`src/rtl/cv32e40x_div.sv`:
```
// rtl/cv32e40x_div.sv - serial radix-2 restoring divider for RV32M DIV/DIVU/REM/REMU
//
// Ports:
//   clk, rst           clock; asynchronous active-high reset
//   valid_i, halt_i    EX-stage request; valid_i=0 with halt_i=0 kills the operation
//   operator_i         00 DIV, 01 DIVU, 10 REM, 11 REMU
//   op_a_i, op_b_i     dividend, divisor (sampled only in the accept cycle)
//   result_o           quotient or remainder, nonzero only in DIV_FINISH
//   ready_o, valid_o   done / result-valid handshake towards EX
//   ready_i            downstream accepts the result
//
// Optional feature macro: CV32E40X_DIV_EARLY_OUT_EN
//   When defined, leading zeros of the dividend magnitude are skipped at
//   accept, and a zero dividend finishes immediately.
module cv32e40x_div (
  input  logic        clk,
  input  logic        rst,
  input  logic        valid_i,
  input  logic        halt_i,
  input  logic [1:0]  operator_i,
  input  logic [31:0] op_a_i,
  input  logic [31:0] op_b_i,
  output logic [31:0] result_o,
  output logic        ready_o,
  output logic        valid_o,
  input  logic        ready_i
);

  typedef enum logic [1:0] {
    DIV_IDLE   = 2'b00,
    DIV_DIVIDE = 2'b01,
    DIV_FINISH = 2'b10
  } state_t;

  state_t      state_q, state_d;
  logic [31:0] dividend_q, divisor_q, quot_q, a_orig_q;
  logic [32:0] rem_q;
  logic [5:0]  cnt_q;
  logic        sign_a_q, sign_b_q, b_zero_q;
  logic [1:0]  op_q;

  logic        is_signed, sign_a, sign_b, kill, b_zero_in, a_zero;
  logic [31:0] a_abs, b_abs, a_load;
  logic [5:0]  cnt_load;
  logic [33:0] trial;

  // operator_i[0] set means unsigned variant
  assign is_signed = ~operator_i[0];
  assign sign_a    = is_signed & op_a_i[31];
  assign sign_b    = is_signed & op_b_i[31];
  assign a_abs     = sign_a ? -op_a_i : op_a_i;
  assign b_abs     = sign_b ? -op_b_i : op_b_i;
  assign b_zero_in = (op_b_i == 32'h0);
  assign kill      = ~valid_i & ~halt_i;

`ifdef CV32E40X_DIV_EARLY_OUT_EN
  logic [5:0] lz;
  // Leading zeros of the dividend only produce zero quotient bits and leave
  // the partial remainder at zero, so they can be skipped without changing
  // the result.
  always_comb begin
    lz = 6'd32;
    for (int i = 0; i < 32; i++) begin
      if (a_abs[i]) lz = 6'(31 - i);
    end
  end
  assign a_load   = a_abs << lz;
  assign cnt_load = 6'd32 - lz;
  assign a_zero   = (a_abs == 32'h0);
`else
  assign a_load   = a_abs;
  assign cnt_load = 6'd32;
  assign a_zero   = 1'b0;
`endif

  // One restoring step: shift the next dividend bit into the remainder and
  // try to subtract. 34 bits keep the borrow visible for any 32-bit divisor.
  assign trial = {rem_q, dividend_q[31]} - {2'b00, divisor_q};

  always_comb begin
    state_d = state_q;
    ready_o = 1'b0;
    valid_o = 1'b0;
    case (state_q)
      DIV_IDLE: begin
        if (valid_i) state_d = (b_zero_in || a_zero) ? DIV_FINISH : DIV_DIVIDE;
        else         ready_o = 1'b1;
      end
      DIV_DIVIDE: begin
        if (cnt_q == 6'd1) state_d = DIV_FINISH;
      end
      DIV_FINISH: begin
        valid_o = 1'b1;
        if (ready_i) begin
          ready_o = 1'b1;
          state_d = DIV_IDLE;
        end
      end
      default: state_d = DIV_IDLE;
    endcase
    // Kill wins over every transition and suppresses the result
    if (kill) begin
      state_d = DIV_IDLE;
      ready_o = 1'b1;
      valid_o = 1'b0;
    end
  end

  always_ff @(posedge clk or posedge rst) begin
    if (rst) begin
      state_q    <= DIV_IDLE;
      dividend_q <= 32'h0;
      divisor_q  <= 32'h0;
      quot_q     <= 32'h0;
      a_orig_q   <= 32'h0;
      rem_q      <= 33'h0;
      cnt_q      <= 6'h0;
      sign_a_q   <= 1'b0;
      sign_b_q   <= 1'b0;
      b_zero_q   <= 1'b0;
      op_q       <= 2'b00;
    end else begin
      state_q <= state_d;
      if (state_q == DIV_IDLE && valid_i) begin
        dividend_q <= a_load;
        divisor_q  <= b_abs;
        quot_q     <= 32'h0;
        rem_q      <= 33'h0;
        cnt_q      <= cnt_load;
        a_orig_q   <= op_a_i;
        sign_a_q   <= sign_a;
        sign_b_q   <= sign_b;
        b_zero_q   <= b_zero_in;
        op_q       <= operator_i;
      end else if (state_q == DIV_DIVIDE && !kill) begin
        dividend_q <= dividend_q << 1;
        cnt_q      <= cnt_q - 6'd1;
        if (!trial[33]) begin
          rem_q  <= trial[32:0];
          quot_q <= {quot_q[30:0], 1'b1};
        end else begin
          rem_q  <= {rem_q[31:0], dividend_q[31]};
          quot_q <= {quot_q[30:0], 1'b0};
        end
      end
    end
  end

  // Signed overflow (INT_MIN / -1) needs no special case: the magnitude
  // quotient 0x80000000 is already the wrapped answer, and the remainder is 0.
  always_comb begin
    result_o = 32'h0;
    if (state_q == DIV_FINISH) begin
      if (b_zero_q) begin
        result_o = op_q[1] ? a_orig_q : 32'hFFFF_FFFF;
      end else begin
        case (op_q)
          2'b00:   result_o = (sign_a_q ^ sign_b_q) ? -quot_q : quot_q;
          2'b01:   result_o = quot_q;
          2'b10:   result_o = sign_a_q ? -rem_q[31:0] : rem_q[31:0];
          default: result_o = rem_q[31:0];
        endcase
      end
    end
  end

endmodule

```
`config.mk`:
```
export PLATFORM = sky130hd
export DESIGN_NAME = cv32e40x_div
export DESIGN_NICKNAME = d
export VERILOG_FILES = /design/src/rtl/cv32e40x_div.sv
export SDC_FILE = /design/constraint.sdc
export NUM_CORES = 1
export LEC_CHECK = 0
export BUFFER_PORTS_ARGS = -buffer_cell sky130_fd_sc_hd__buf_4
export CELL_PAD_IN_SITES_DETAIL_PLACEMENT = 1
export CELL_PAD_IN_SITES_GLOBAL_PLACEMENT = 2
export CORE_MARGIN = 1
export CORE_UTILIZATION = 34
export CTS_BUF_LIST = sky130_fd_sc_hd__clkbuf_2
export DETAILED_ROUTE_END_ITERATION = 12
export PLACE_DENSITY = 0.86
export SLEW_MARGIN = 30
export SYNTH_ARGS = -nofsm -noshare
export SYNTH_HDL_FRONTEND = slang
export SYNTH_SLANG_ARGS = --single-unit
export TNS_END_PERCENT = 100
```
`constraint.sdc`:
```
create_clock -name clk -period 4.8 [get_ports clk]
set_input_delay 0.48 -clock clk [delete_from_list [all_inputs] [get_ports clk]]
set_output_delay 0.48 -clock clk [all_outputs]
set_load 0.1 [all_outputs]
```
[Word level (Yosys, flattened, before mapping)]
Index checks and enable logic that the tools add are counted.
Storage, ports and cells
  register bits after elaboration: 174
  input port bits: 71
  output and inout port bits: 34
  word-level logic and storage cells: 70
Operators by class
  $add $sub $neg: 6
  equality and inequality tests: 8
  mux-type cells: 30
  bitwise logic cells: 7
  reductions and logical operators: 8
Operators by type and width (count)
  $mux 32: 11
  $neg 32->32: 4
  $mux 33: 3
  $pmux 32 s3: 1
  $sub 34x32->34: 1
  $logic_not 32->1: 1
  $mux 6: 2
  $mux 2: 5
  $ne 3x3->1 const B: 3
  $eq 6x1->1 const B: 1
  $mux 1: 6
  $pmux 2 s3: 1
  $sub 6x1->6 const B: 1
  $eq 2x1->1 const B: 2
  $eq 2x2->1 const B: 2
  $logic_not 2->1: 2
  $and 1x1->1: 3
  $not 1->1: 3
  $reduce_and 3->1: 1
  $logic_and 1x1->1: 2
  $pmux 1 s2: 1
  $reduce_bool 2->1: 1
  $logic_not 1->1: 1
  $xor 1x1->1: 1

[Depth between registers and ports, before layout]
Gate-level depths: netlist (run 1).
  word-level depth: 6
  gate-level depth with buffers: 13
  mapped depth without buffers: 13

[Worst setup path after synthesis (run 1)]
No wires, ideal clock.
  path type: reg2out
  from: reg quot_q[13]
  to: out result_o[19]
  data arrival time: 4.876 ns
  data required time: 4.320 ns
  slack: -0.556 ns
  stages on the path, launching flop included: 9
  path buffers: 0
  cells stage by stage: dfrtp_1 > or4_4 > or4_4 > or4_4 > o21a_4 > a211o_2 > a21oi_1 > a21oi_1 > a221oi_1
On the way
  word-level cells in the longest chain between the ends: 5
Ends and longest elaborated chain
  from (decl): line 36  | logic [31:0] dividend_q, divisor_q, quot_q, a_orig_q;
  from (signal assigned): line 140  | quot_q <= {quot_q[30:0], 1'b1};
  from (signal assigned): line 143  | quot_q <= {quot_q[30:0], 1'b0};
  $neg 32->32: line 158  | 2'b00: result_o = (sign_a_q ^ sign_b_q) ? -quot_q : quot_q;
  $mux 32: line 158
  $pmux 32 s3: line 157  | case (op_q)
  $mux 32: line 154  | if (b_zero_q) begin
  $mux 32: line 153  | if (state_q == DIV_FINISH) begin
  to (decl): line 23  | output logic [31:0] result_o,
Every way passes these cells.

[Worst setup path after layout (run 1)]
  from: reg quot_q[11]
  to: out result_o[19]
Same word-level chain as after synthesis.

==> metrics.log, run 1 <==
INFO  metric final.period_utilization = 97.2%
INFO  metric fp-row-count = 70
INFO  metric final_common_cell = sky130_fd_sc_hd__nand2_1
INFO  metric final-max-slew-violation-count = 0
INFO  metric grt_first_pass_wirelength = approximately 70,000 um
INFO  metric synth_top_flop_cell = sky130_fd_sc_hd__dfrtp_1
INFO  metric finalHoldWorstSlack = 0.235 ns
INFO  metric final.setup_skew = roughly 0.034 ns
INFO  metric start_kind = flop
INFO  metric power.density_cell_area = around 650 nW/um^2
INFO  metric initial_core_util = 34.6%
INFO  metric holdCritPathClass = primary input to async pin
INFO  metric die_height = between 150 and 200 um
INFO  metric synth_edf_count = 0
INFO  metric end_kind = primary output
INFO  metric synth.lib_cells_used.distinct = 73
INFO  metric finalWeightedCongestion = around 0.86
INFO  metric postSynthRegisterBits = between 150 and 200
INFO  metric final-setup-viol-count = 0
INFO  metric htree_levels = 4
INFO  metric p_leak = between 0.006 and 0.007 uW
INFO  metric worst_pin_slew = 0.963 ns
INFO  metric pin_count = roughly 110
INFO  metric ant_nets = 0
INFO  metric timing.critical_path.required = 4.32 ns
INFO  metric final_period_minus_worst_setup_slack = about 4.7 ns
INFO  metric drt-vias-per-instance = 5.65
INFO  metric crit_fanout = 5
INFO  metric crit_path_frequent_cell = sky130_fd_sc_hd__or4_4
INFO  metric area.growth.synth_to_final = 18.4%
INFO  metric ctsLongestPathBuffers = 2
INFO  metric drt_wl_total = roughly 45,000 um
INFO  metric unrepaired_setup_endpoints_after_global_routing = no
INFO  metric detail_route.drc_violations = 0
INFO  metric avgRoutedWirePerCell = ~20 um
INFO  metric maxClockFrequency = 0.214 GHz
INFO  metric crit_chain = or4_4, or4_4, or4_4, o21a_4, a211o_2, a21oi_1, a21oi_1, a221oi_2, buf_6
INFO  metric layout_common_cells = sky130_fd_sc_hd__nand2_1 (342), sky130_fd_sc_hd__dfrtp_1 (172), sky130_fd_sc_hd__a21oi_1 (133), sky130_fd_sc_hd__buf_4 (121), sky130_fd_sc_hd__nor2_1 (118)
INFO  metric dp_hpwl = 32,000 um
INFO  metric mappedNetlistArea = 12,700 um^2
INFO  metric setup.worst_path.class = flop to primary output
INFO  metric die_area = roughly 38,000 um^2
INFO  metric yosys_warnings = 0
INFO  metric postSynthCellCount = between 1,500 and 2,000
INFO  metric die-width = a little under 200 um
INFO  metric path_buf_inv = 1
INFO  metric drive_gt1_share = approximately an eighth
INFO  metric run_status = finished, final reports clean
INFO  metric critical-path-max-stage-delay = 0.51 ns
INFO  metric detailroute.via_count = around 13,000
INFO  metric cts_tree = built
INFO  metric global_route.overflow_total = 0
INFO  metric timing_hold_violations_final = 0
INFO  metric number_of_global_route_vias_before_repair = approximately 13,000
INFO  metric vdd.ir_drop.worst = 0.437 mV
INFO  metric nFillCells = roughly 4,400
INFO  metric timing.max_cap.violations = 0
INFO  metric clk_transition_reported_paths = between 0.2 and 0.3 ns
INFO  metric syn_avg_cell_area = 7.77 um^2
INFO  metric global_route.usage.total = a little under a quarter
INFO  metric finalNetCount = ~1,900
INFO  metric mappedNetlistNets = approximately 1,700
INFO  metric cpMaxStageDelayCell = sky130_fd_sc_hd__dfrtp_2
INFO  metric root_buffer = sky130_fd_sc_hd__clkbuf_2
INFO  metric worstPathArrival = between 4 and 5 ns
INFO  metric maximum_number_of_pins_on_one_net_before_global_route_repair = between 90 and 100
INFO  metric slew_headroom = 35.8%
INFO  metric worstSkewPairLatency = 0.86 ns
INFO  metric antenna_found_initial = 2
INFO  metric clock_sink_count = ~170
INFO  metric tns = 0 ns
INFO  metric ys_async_sr_fraction = 100%
INFO  metric placement.io_buffers = between 100 and 150
INFO  metric number_of_violations_reported_at_the_end_of_detailed_routing_iteration_0 = ~870
INFO  metric timing.critical_path.max_delay_family = simple AND/OR/NAND/NOR gates
INFO  metric tritoncts.num_buffers = 17
INFO  metric core = 36,600 um^2
INFO  metric seq_area_frac_synth = 34.4%
INFO  metric drtPass1Iterations = 5
cell families (layout without fill, tap and decap cells):
logic type / Yosys count / in the layout / synth area share [%]
buffers and inverters: 169 / 300 / 5.18
and+or+nand+nor: 629 / 629 / 21.9
DFF: 174 / 174 / 34.4
muxes: 43 / 43 / 3.47
adders and majority gates: 39 / 39 / 3.92
AOI/OAI and AO/OA: 448 / 448 / 22.3
xor gates and xnor gates: 127 / 127 / 8.79
other: 0 / 2 / 0
tightest hold or removal path: stages:
cell	delay, ns
sky130_fd_sc_hd__dlygate4sd3_1	0.53
sky130_fd_sc_hd__buf_4	0.14
sky130_fd_sc_hd__clkinvlp_4	0.07
sky130_fd_sc_hd__buf_12	0.25
where the power goes:
| part | switching [uW] | internal [uW] |
|---|---|---|
| logic | 3840 | 2460 |
| registers | 688 | 2040 |
| clock network | 564 | 196 |
final cells by class:
cell class              instances  area, um^2  area share, %
diodes                          2        5.00         0.0334
well taps                     468         586           3.91
repair buffers                202        1770           11.8
multi-input cells            1286        7810           52.1
inverters                      66         251           1.68
clock buffers                  22         110          0.735
clock inverters                10        90.1          0.601
flip-flops and latches        174        4360           29.1
sequential cells by signal, summed over array words and instances (netlist names):
register,cells
rem_q,33
a_orig_q,32
divisor_q,32
sign_a_q,1
sign_b_q,1
b_zero_q,1
state_q,2
quot_q,32
dividend_q,32
op_q,2
cnt_q,6
timing repair:
action / 4_1_cts / 5_1_grt
hold endpoints to repair: 211 / 0
buffers inserted: 2 / 2
endpoints found under the setup margin: 8 / 13
hold buffers: 70 / 0
resized for setup: 12 / 11
pin swaps: 1 / 1
stage by stage:
stage	instance area, um^2	cells	power, uW	util (%)	setup WS (ns)
final	15000	2230	9790	40.9	0.136
after global routing	15000	2230	10700	40.9	0.00186
after CTS	14900	2225	9750	40.7	0.00991
after detailed placement	13900	2121	8890	38.1	0.828
after global placement	13900	2119	8690	37.9	0.894
after floorplan	12700	1629	7180	-	0.103
path summary, 6_finish.rpt:
path	startpoint	end	slack, ns	cells after the start
worst max-delay path	quot_q[11]	result_o[19]	0.14	9
worst min-delay path	rst	divisor_q[28]	0.24	4
worst max register to register	rem_q[2]	rem_q[10]	0.69	11
worst min register to register	divisor_q[24]	divisor_q[24]	0.51	2
max in group asynchronous	rst	dividend_q[3]	3.62	6
min in group clk	valid_i	rem_q[12]	0.26	5
per-layer routing:
metal / vias to the layer above / wire, um / global-route usage (%)
met5: - / 0 / 0
met4: 0 / 1130 / 7.90
met3: 75 / 1130 / 2.33
met2: 262 / 21100 / 39.3
met1: 6318 / 21200 / 32.9
li1: 5955 / - / -
synth_stat cells, types with 4 or more instances:
cell type	count	area (um^2)
sky130_fd_sc_hd__a211oi_1	13	97.6
sky130_fd_sc_hd__a21o_1	16	120
sky130_fd_sc_hd__a21oi_1	135	676
sky130_fd_sc_hd__a221oi_1	18	158
sky130_fd_sc_hd__a311oi_1	4	35.0
sky130_fd_sc_hd__a31oi_1	35	219
sky130_fd_sc_hd__and2_1	6	37.5
sky130_fd_sc_hd__and3_1	14	87.6
sky130_fd_sc_hd__buf_1	12	45.0
sky130_fd_sc_hd__buf_2	5	25.0
sky130_fd_sc_hd__clkbuf_1	84	315
sky130_fd_sc_hd__dfrtp_1	174	4350
sky130_fd_sc_hd__ha_1	38	475
sky130_fd_sc_hd__inv_1	65	244
sky130_fd_sc_hd__mux2_2	7	78.8
sky130_fd_sc_hd__mux2i_1	36	360
sky130_fd_sc_hd__nand2_1	344	1290
sky130_fd_sc_hd__nand2b_1	15	93.8
sky130_fd_sc_hd__nand3_1	23	115
sky130_fd_sc_hd__nand3b_1	10	75.1
sky130_fd_sc_hd__nand4_1	4	25.0
sky130_fd_sc_hd__nor2_1	120	450
sky130_fd_sc_hd__nor2b_1	11	68.8
sky130_fd_sc_hd__nor3_1	29	145
sky130_fd_sc_hd__nor3b_1	5	37.5
sky130_fd_sc_hd__nor4_1	19	119
sky130_fd_sc_hd__o2111ai_1	5	43.8
sky130_fd_sc_hd__o211a_1	7	70.1
sky130_fd_sc_hd__o211ai_1	4	30.0
sky130_fd_sc_hd__o21a_1	6	45.0
sky130_fd_sc_hd__o21ai_0	120	601
sky130_fd_sc_hd__o221ai_1	4	35.0
sky130_fd_sc_hd__o22ai_1	5	31.3
sky130_fd_sc_hd__o311ai_0	11	96.3
sky130_fd_sc_hd__o31ai_1	18	135
sky130_fd_sc_hd__o41ai_1	11	96.3
sky130_fd_sc_hd__or3_1	9	56.3
sky130_fd_sc_hd__or4_1	9	67.6
sky130_fd_sc_hd__xnor2_1	74	648
sky130_fd_sc_hd__xor2_1	53	464
Power figures use the tool's default switching activity.
==> run 2, diff against run 1 <==
--- a/config.mk
+++ b/config.mk
@@ -5,14 +5,14 @@
 export SDC_FILE = /design/constraint.sdc
 export NUM_CORES = 1
 export LEC_CHECK = 0
-export BUFFER_PORTS_ARGS = -buffer_cell sky130_fd_sc_hd__buf_4
 export CELL_PAD_IN_SITES_DETAIL_PLACEMENT = 1
 export CELL_PAD_IN_SITES_GLOBAL_PLACEMENT = 2
 export CORE_MARGIN = 1
-export CORE_UTILIZATION = 34
+export CORE_UTILIZATION = 36
 export CTS_BUF_LIST = sky130_fd_sc_hd__clkbuf_2
 export DETAILED_ROUTE_END_ITERATION = 12
-export PLACE_DENSITY = 0.86
+export DONT_BUFFER_PORTS = 1
+export PLACE_DENSITY = 0.85
 export SLEW_MARGIN = 30
 export SYNTH_ARGS = -nofsm -noshare
 export SYNTH_HDL_FRONTEND = slang
==> metrics.log, run 2 (synthesis results as in run 1) <==
INFO  metric global_route.overflow_total = 0
INFO  metric run_status = finished, final reports clean
INFO  metric final.setup_skew = slightly below 0.07 ns
INFO  metric largest_register_ffs = 33
INFO  metric grt_first_pass_wirelength = 72,800 um
INFO  metric worst_hold_path.endpoint = sign_b_q
INFO  metric placement.io_buffers = 0
INFO  metric detail_route.drc_violations = 0
INFO  metric final-setup-viol-count = 0
INFO  metric die_area = between 30,000 and 40,000 um^2
INFO  metric unrepaired_setup_endpoints_after_global_routing = yes
INFO  metric timing.max_cap.violations = 0
INFO  metric final.period_utilization = a little over nine tenths
INFO  metric maxClockFrequency = ~0.21 GHz
INFO  metric layout_common_cells = sky130_fd_sc_hd__nand2_1 (342), sky130_fd_sc_hd__dfrtp_1 (170), sky130_fd_sc_hd__a21oi_1 (128), sky130_fd_sc_hd__o21ai_0 (116), sky130_fd_sc_hd__nor2_1 (114)
INFO  metric dp_slack = about 0.62 ns
INFO  metric final_period_minus_worst_setup_slack = 4.72 ns
INFO  metric met3_length = about 1900 um
INFO  metric share_comb_of_total_power = 64.5%
INFO  metric final_critical_path_setup_slack = between 0.07 and 0.08 ns
INFO  metric number_of_violations_reported_at_the_end_of_detailed_routing_iteration_0 = approximately 790
INFO  metric timing_hold_violations_final = 0
INFO  metric final-max-slew-violation-count = 0
INFO  metric nFillCells = approximately 4,200
INFO  metric share_clk_of_total_power = ~8.6%
INFO  metric vdd.ir_drop.worst = a little under 0.8 mV
INFO  metric final_common_cell = sky130_fd_sc_hd__nand2_1
INFO  metric worstSkewPairLatency = slightly below 0.9 ns
INFO  metric dp_hpwl = approximately 31,000 um
INFO  metric detailroute.via_count = 12,400
INFO  metric root_buffer = sky130_fd_sc_hd__clkbuf_2
INFO  metric start_kind = flop
INFO  metric holdCritPathClass = primary input to flop
INFO  metric tns = 0 ns
INFO  metric power.density_cell_area = 684 nW/um^2
INFO  metric die-width = about 190 um
INFO  metric pin_count = between 100 and 150
INFO  metric maximum_number_of_pins_on_one_net_before_global_route_repair = 105
INFO  metric timing.critical_path.required = approximately 4.3 ns
INFO  metric maxUsedRoutingLayer = met4
INFO  metric finalWeightedCongestion = 0.869
INFO  metric number_of_global_route_vias_before_repair = between 10,000 and 15,000
INFO  metric ant_nets = 0
INFO  metric ctsLongestPathBuffers = 2
INFO  metric tritoncts.num_buffers = 17
INFO  metric finalNetCount = approximately 1,800
INFO  metric fp-row-count = 68
INFO  metric worst_pin_slew = slightly above 1 ns
INFO  metric timing.hold.worst_path_depth = 2
INFO  metric internal_power = 4810 uW
INFO  metric core = between 30,000 and 40,000 um^2
INFO  metric global_route.usage.total = about a quarter
INFO  metric regMostFlops = rem_q
INFO  metric power.switching_fraction = between 50% and 60%
INFO  metric drive_gt1_share = roughly a tenth
INFO  metric slew_headroom = between 30 and 40%
INFO  metric area.growth.synth_to_final = 18.4%
INFO  metric met1_length = about 20,000 um
INFO  metric wl_met2 = approximately 22,000 um
INFO  metric setup.worst_path.class = flop to primary output
INFO  metric initial_core_util = between 30 and 40%
INFO  metric worstPathArrival = about 4.2 ns
INFO  metric p_switching = about 5400 uW
INFO  metric setup.reg_to_reg.worst_slack = slightly above 0.6 ns
INFO  metric final_util = 43.4%
INFO  metric cts_tree = built
INFO  metric dpl_cell_area = 13,600 um^2
INFO  metric drtPass1Iterations = 5
INFO  metric fin_area = 15,000 um^2
INFO  metric drt-vias-per-instance = 5.78
INFO  metric htree_levels = 4
INFO  metric p_leak = between 0.006 and 0.007 uW
INFO  metric dp_cells = 2,025
INFO  metric avgRoutedWirePerCell = about 21 um
INFO  metric layout.cells.non_filler = roughly 2,100
INFO  metric crit_fanout = 4
INFO  metric drt_wl_total = between 40,000 and 50,000 um
INFO  metric r2r_end = rem_q[26]
INFO  metric clk_transition_reported_paths = 0.31 ns
INFO  metric reg2regPathDepth = 12
INFO  metric die_height = between 150 and 200 um
INFO  metric end_kind = primary output
INFO  metric antenna_found_initial = 1
INFO  metric clock_sink_count = between 150 and 200
INFO  metric worstHoldStart = op_b_i[31]
INFO  metric seq_power_share = a little over a quarter
INFO  metric reg2reg_from = rem_q[2]
==> run 2: worst max-delay path by stage <==
stage,start,slack (ns),to,cells after the start
after detailed placement,quot_q[2],0.62,result_o[26],9
final,quot_q[11],0.08,result_o[19],9
after global routing,quot_q[11],-0.09,result_o[19],9
after CTS,quot_q[11],-0.04,result_o[31],8
after global placement,quot_q[2],0.74,result_o[26],9
after floorplan,quot_q[13],0.10,result_o[30],8
==> run 2: worst max-delay path: stages (launching register included) <==
cell and delay [ns]:
sky130_fd_sc_hd__dfrtp_2 0.48, sky130_fd_sc_hd__or4_4 0.54, sky130_fd_sc_hd__or4_4 0.44, sky130_fd_sc_hd__or4_4 0.53, sky130_fd_sc_hd__o21a_4 0.24, sky130_fd_sc_hd__a211o_2 0.32, sky130_fd_sc_hd__a21oi_4 0.16, sky130_fd_sc_hd__a21oi_2 0.06
sky130_fd_sc_hd__a221oi_4 0.36, sky130_fd_sc_hd__buf_12 0.22
==> run 2: timing repair <==
item | 4_1_cts | 5_1_grt
hold endpoints to repair | 241 | 0
setup endpoints to repair | 11 | 14
setup buffers | 5 | 1
hold buffers | 82 | 0
pin swaps | 8 | 5
gates resized for setup | 31 | 27
==> run 2: power groups by stage <==
stage	combinational (uW)	clock (uW)	sequential, uW
3_5_place_dp	6250	0	2770
4_1_cts	6500	912	2740
3_3_place_gp	6070	0	2730
2_1_floorplan	4790	0	2390
6_report	6610	885	2750
5_1_grt	7320	966	2830
==> run 2: per-layer routing <==
| layer | vias up | track usage (%) |
|---|---|---|
| li1 | 5814 | - |
| met1 | 6279 | 34.1 |
| met2 | 248 | 43.5 |
| met3 | 63 | 4.02 |
| met4 | 0 | 7.85 |
| met5 | - | 0 |
==> run 2: layout make-up <==
cell class | instances | area (um^2) | area share (%)
timing repair buffer | 132 | 1320 | 8.84
tap | 455 | 569 | 3.80
antenna | 1 | 2.50 | 0.0167
inverter | 66 | 251 | 1.68
clock buffer | 18 | 90.1 | 0.601
clock inverter | 14 | 171 | 1.14
sequential | 174 | 4360 | 29.1
multi-input combinational | 1286 | 8210 | 54.8
==> run 2: stage by stage <==
| step | total power (uW) | hold WS [ns] |
|---|---|---|
| finish | 10200 | 0.0804 |
| global route | 11100 | 0.0293 |
| CTS | 10100 | 0.00945 |
| detailed placement | 9020 | 0.460 |
| global placement | 8800 | 0.456 |
| floorplan | 7180 | 0.440 |
==> run 3, diff against run 2 <==
--- a/config.mk
+++ b/config.mk
@@ -5,14 +5,16 @@
 export SDC_FILE = /design/constraint.sdc
 export NUM_CORES = 1
 export LEC_CHECK = 0
+export ABC_AREA = 1
 export CELL_PAD_IN_SITES_DETAIL_PLACEMENT = 1
 export CELL_PAD_IN_SITES_GLOBAL_PLACEMENT = 2
 export CORE_MARGIN = 1
-export CORE_UTILIZATION = 36
+export CORE_UTILIZATION = 33
 export CTS_BUF_LIST = sky130_fd_sc_hd__clkbuf_2
 export DETAILED_ROUTE_END_ITERATION = 12
 export DONT_BUFFER_PORTS = 1
-export PLACE_DENSITY = 0.85
+export HOLD_SLACK_MARGIN = 0.05
+export PLACE_DENSITY = 0.86
 export SLEW_MARGIN = 30
 export SYNTH_ARGS = -nofsm -noshare
 export SYNTH_HDL_FRONTEND = slang
==> constraint.sdc (replaced) <==
create_clock -name clk -period 4.8 [get_ports clk]
set_input_delay 0.96 -clock clk [delete_from_list [all_inputs] [get_ports clk]]
set_output_delay 0.96 -clock clk [all_outputs]
set_load 0.1 [all_outputs]
==> metrics.log, run 3 <==
INFO  metric run_status = finished, final reports clean
INFO  metric detailroute.via_count = between 15,000 and 20,000
INFO  metric slew_headroom = a little over a third
INFO  metric die_height = between 200 and 250 um
INFO  metric grt_first_pass_wirelength = a little over 90,000 um
INFO  metric synth_compound_gate_area_share = about 15%
INFO  metric finalWeightedCongestion = just under 1
INFO  metric crit_path_end = result_o[18]
INFO  metric synth.largest_area_cell = sky130_fd_sc_hd__dfrtp_1
INFO  metric mappedNetlistNets = about 2,400
INFO  metric start_kind = flop
INFO  metric final-setup-viol-count = 0
INFO  metric core = 43,100 um^2
INFO  metric global_route.usage.total = a little over a quarter
INFO  metric final-max-slew-violation-count = 0
INFO  metric worstSkewPairLatency = 0.94 ns
INFO  metric timing.critical_path.required = about 3.8 ns
INFO  metric syn_avg_cell_area = slightly above 6 um^2
INFO  metric number_of_global_route_vias_before_repair = 15,900
INFO  metric synth_edf_count = 0
INFO  metric maxClockFrequency = approximately 0.22 GHz
INFO  metric htree_levels = 4
INFO  metric power.density_cell_area = between 800 and 900 nW/um^2
INFO  metric dp_hpwl = roughly 46,000 um
INFO  metric report.power.total = between 10,000 and 15,000 uW
INFO  metric post_synth_and_or_nand_nor_area_fraction = approximately 39%
INFO  metric initial_core_util = 33.4%
INFO  metric ctsLongestPathBuffers = 2
INFO  metric worstPathArrival = ~3.6 ns
INFO  metric synth_top_cells_by_count = sky130_fd_sc_hd__nand2_1 (688), sky130_fd_sc_hd__inv_1 (272), sky130_fd_sc_hd__nand3_1 (258)
INFO  metric vdd.ir_drop.worst = roughly 0.76 mV
INFO  metric holdCritPathClass = primary input to flop
INFO  metric setup.worst_path.class = flop to primary output
INFO  metric power.switching_fraction = 61.7%
INFO  metric synth_top_flop_cell = sky130_fd_sc_hd__dfrtp_1
INFO  metric gr-usage-met3 = around 3.3%
INFO  metric root_buffer = sky130_fd_sc_hd__clkbuf_2
INFO  metric synth_top_family_by_area = simple AND/OR/NAND/NOR gates
INFO  metric ant_nets = 0
INFO  metric p_leak = about 0.0077 uW
INFO  metric ys_async_sr_fraction = 100%
INFO  metric end_kind = primary output
INFO  metric synthMostInstantiatedCell = sky130_fd_sc_hd__nand2_1
INFO  metric r2r_end = dividend_q[28]
INFO  metric detail_route.drc_violations = 0
INFO  metric yosys_warnings = 0
INFO  metric clk_transition_reported_paths = 0.28 ns
INFO  metric seq_power_share = around 20%
INFO  metric globalRouteMet1Util = a little over a third
INFO  metric timing.max_cap.violations = 0
INFO  metric seq_area_frac_synth = a little over 30%
INFO  metric largest_register_ffs = 33
INFO  metric die-width = 211 um
INFO  metric tritoncts.num_buffers = 17
INFO  metric synth.lib_cells_used.distinct = 52
INFO  metric setup.reg_to_reg.worst_slack = approximately 1.4 ns
INFO  metric drt-vias-per-instance = roughly 5.4
INFO  metric avgRoutedWirePerCell = between 20 and 25 um
INFO  metric globalRoute.busiestLayer = met2
INFO  metric finalNetCount = ~2,400
INFO  metric cts_tree = built
INFO  metric final.setup_skew = 0.0410 ns
INFO  metric postSynthRegisterBits = ~170
INFO  metric share_comb_of_total_power = around three quarters
INFO  metric reg2regPathDepth = 9
INFO  metric tns = 0 ns
INFO  metric regMostFlops = rem_q
INFO  metric die_area = about 44,000 um^2
INFO  metric layout_common_cells = sky130_fd_sc_hd__nand2_1 (684), sky130_fd_sc_hd__inv_1 (269), sky130_fd_sc_hd__nand3_1 (258), sky130_fd_sc_hd__nor2_1 (224), sky130_fd_sc_hd__o21ai_0 (201)
INFO  metric global_route.overflow_total = 0
INFO  metric drt_wl_total = slightly below 60,000 um
INFO  metric clock_sink_count = around 170
INFO  metric antenna_found_initial = 1
INFO  metric worst_pin_slew = between 0.9 and 1 ns
INFO  metric placement.io_buffers = 0
INFO  metric synthTopCellsByArea = sky130_fd_sc_hd__dfrtp_1 (30%), sky130_fd_sc_hd__nand2_1 (18%), sky130_fd_sc_hd__nand3_1 (9.0%), sky130_fd_sc_hd__inv_1 (7.1%), sky130_fd_sc_hd__o21ai_0 (7.0%)
INFO  metric critical_path.startpoint = rem_q[0]
INFO  metric crit_fanout = 6
INFO  metric internal_power = between 4000 and 5000 uW
INFO  metric final_common_cell = sky130_fd_sc_hd__nand2_1
INFO  metric drtPass1Iterations = 5
INFO  metric share_clk_of_total_power = between 6 and 7%
INFO  metric number_of_violations_reported_at_the_end_of_detailed_routing_iteration_0 = about 1,000
INFO  metric reg2reg_from = state_q[0]
INFO  metric muxShareOfSynthArea = 0%
INFO  metric finalHoldWorstSlack = approximately 0.14 ns
INFO  metric synth_top_area_share = between 30% and 40%
INFO  metric postSynthCellCount = between 2,000 and 2,500
INFO  metric area.growth.synth_to_final = 8.71%
INFO  metric fraction_of_synthesized_cell_area_in_xor_and_xnor_cells = under 10%
INFO  metric nFillCells = roughly 5,700
INFO  metric final_period_minus_worst_setup_slack = 4.55 ns
INFO  metric grt_util_met2 = 44.3%
INFO  metric fp-row-count = 76
INFO  metric mappedNetlistArea = between 10,000 and 15,000 um^2
INFO  metric p_switching = 7800 uW
INFO  metric timing_hold_violations_final = 0
INFO  metric drive_gt1_share = under 10%
INFO  metric pin_count = between 100 and 150
INFO  metric maximum_number_of_pins_on_one_net_before_global_route_repair = between 80 and 90
INFO  metric final.period_utilization = 94.8%
INFO  metric synth-adder-area-share = about 3.4%
==> run 3: cell types whose count changed in the layout (fill, tap and decap cells not counted), moves of 25 or more <==
cell,delta
sky130_fd_sc_hd__nand4_1,+27
sky130_fd_sc_hd__inv_1,+205
sky130_fd_sc_hd__a21oi_2,+25
sky130_fd_sc_hd__nand3_1,+235
sky130_fd_sc_hd__xnor2_1,-52
sky130_fd_sc_hd__nand2_1,+342
sky130_fd_sc_hd__nor2_1,+110
sky130_fd_sc_hd__o21ai_0,+85
sky130_fd_sc_hd__xor2_1,-28
sky130_fd_sc_hd__a21oi_1,-54
sky130_fd_sc_hd__dlygate4sd3_1,-79
sky130_fd_sc_hd__mux2i_1,-36
==> run 3: worst min path at each step <==
stage	start	to	slack, ns	cells past startpoint
after floorplan	a_orig_q[21]	a_orig_q[21]	0.44	2
after global placement	a_orig_q[21]	a_orig_q[21]	0.46	2
after detailed placement	dividend_q[6]	dividend_q[6]	0.47	2
after CTS	op_a_i[15]	dividend_q[15]	0.06	2
after global routing	op_a_i[11]	dividend_q[11]	0.10	2
final	op_b_i[24]	divisor_q[24]	0.14	2
==> run 3: kinds of logic (layout without fill, tap and decap cells) <==
kind of cell,after synthesis,count (layout)
xor+xnor,47,47
simple gates,1293,1293
compound gates,388,388
fa+ha+maj,39,39
flops,174,174
buf+inv,372,378
other cells,0,1
==> run 3: metal layers <==
| metal | vias up | wire length [um] |
|---|---|---|
| li1 | 7516 | - |
| met1 | 7739 | 27100 |
| met2 | 323 | 27500 |
| met3 | 80 | 2130 |
| met4 | 0 | 1480 |
| met5 | - | 0 |
==> run 3: critical path, stage by stage (launching register included) <==
cell and delay, ns:
sky130_fd_sc_hd__dfrtp_2 0.51, sky130_fd_sc_hd__inv_1 0.11, sky130_fd_sc_hd__ha_2 0.23, sky130_fd_sc_hd__nand3_1 0.19
sky130_fd_sc_hd__nand2_1 0.17, sky130_fd_sc_hd__nand2_1 0.10, sky130_fd_sc_hd__inv_1 0.09, sky130_fd_sc_hd__nand2_2 0.12
sky130_fd_sc_hd__a21oi_4 0.18, sky130_fd_sc_hd__nand2_1 0.07, sky130_fd_sc_hd__nand2_1 0.06, sky130_fd_sc_hd__nand3_1 0.11
sky130_fd_sc_hd__nand2_1 0.11, sky130_fd_sc_hd__nand2_1 0.15, sky130_fd_sc_hd__a21oi_2 0.25, sky130_fd_sc_hd__buf_8 0.23
==> run 3: cell type report <==
cell class	count	area, um^2	area share (%)
clock buffer	17	85.1	0.544
multi-input combinational	1767	8730	55.9
inverter	285	1080	6.91
timing repair buffer	61	510	3.26
antenna	1	2.50	0.0160
tap	585	732	4.68
sequential	174	4360	27.9
clock inverter	15	138	0.880
==> run 3: metrics by stage <==
stage / instances / cell area [um^2] / utilization [%] / setup slack, ns
floorplan: 2313 / 14400 / - / 0.399
global placement: 2864 / 15300 / 35.5 / 1.02
detailed placement: 2864 / 15300 / 35.5 / 0.985
CTS: 2899 / 15600 / 36.1 / 0.00791
global route: 2905 / 15600 / 36.3 / -0.00565
finish: 2905 / 15600 / 36.3 / 0.248
==> run 3: power by group through the flow <==
stage               clock, uW  sequential, uW  combinational (uW)
global placement            0            2530                8970
global route              881            2590               10300
detailed placement          0            2560                9130
CTS                       840            2520                9200
floorplan                   0            2360                6540
finish                    812            2520                9300
==> run 3: what timing repair did <==
| item | CTS | global route |
|---|---|---|
| hold buffers | 3 | 0 |
| pin swaps | 0 | 1 |
| resized for setup | 4 | 5 |
| endpoints found under the setup margin | 10 | 22 |
| endpoints found under the hold margin | 38 | 0 |
| gates cloned | 0 | 0 |
| setup buffers | 0 | 4 |
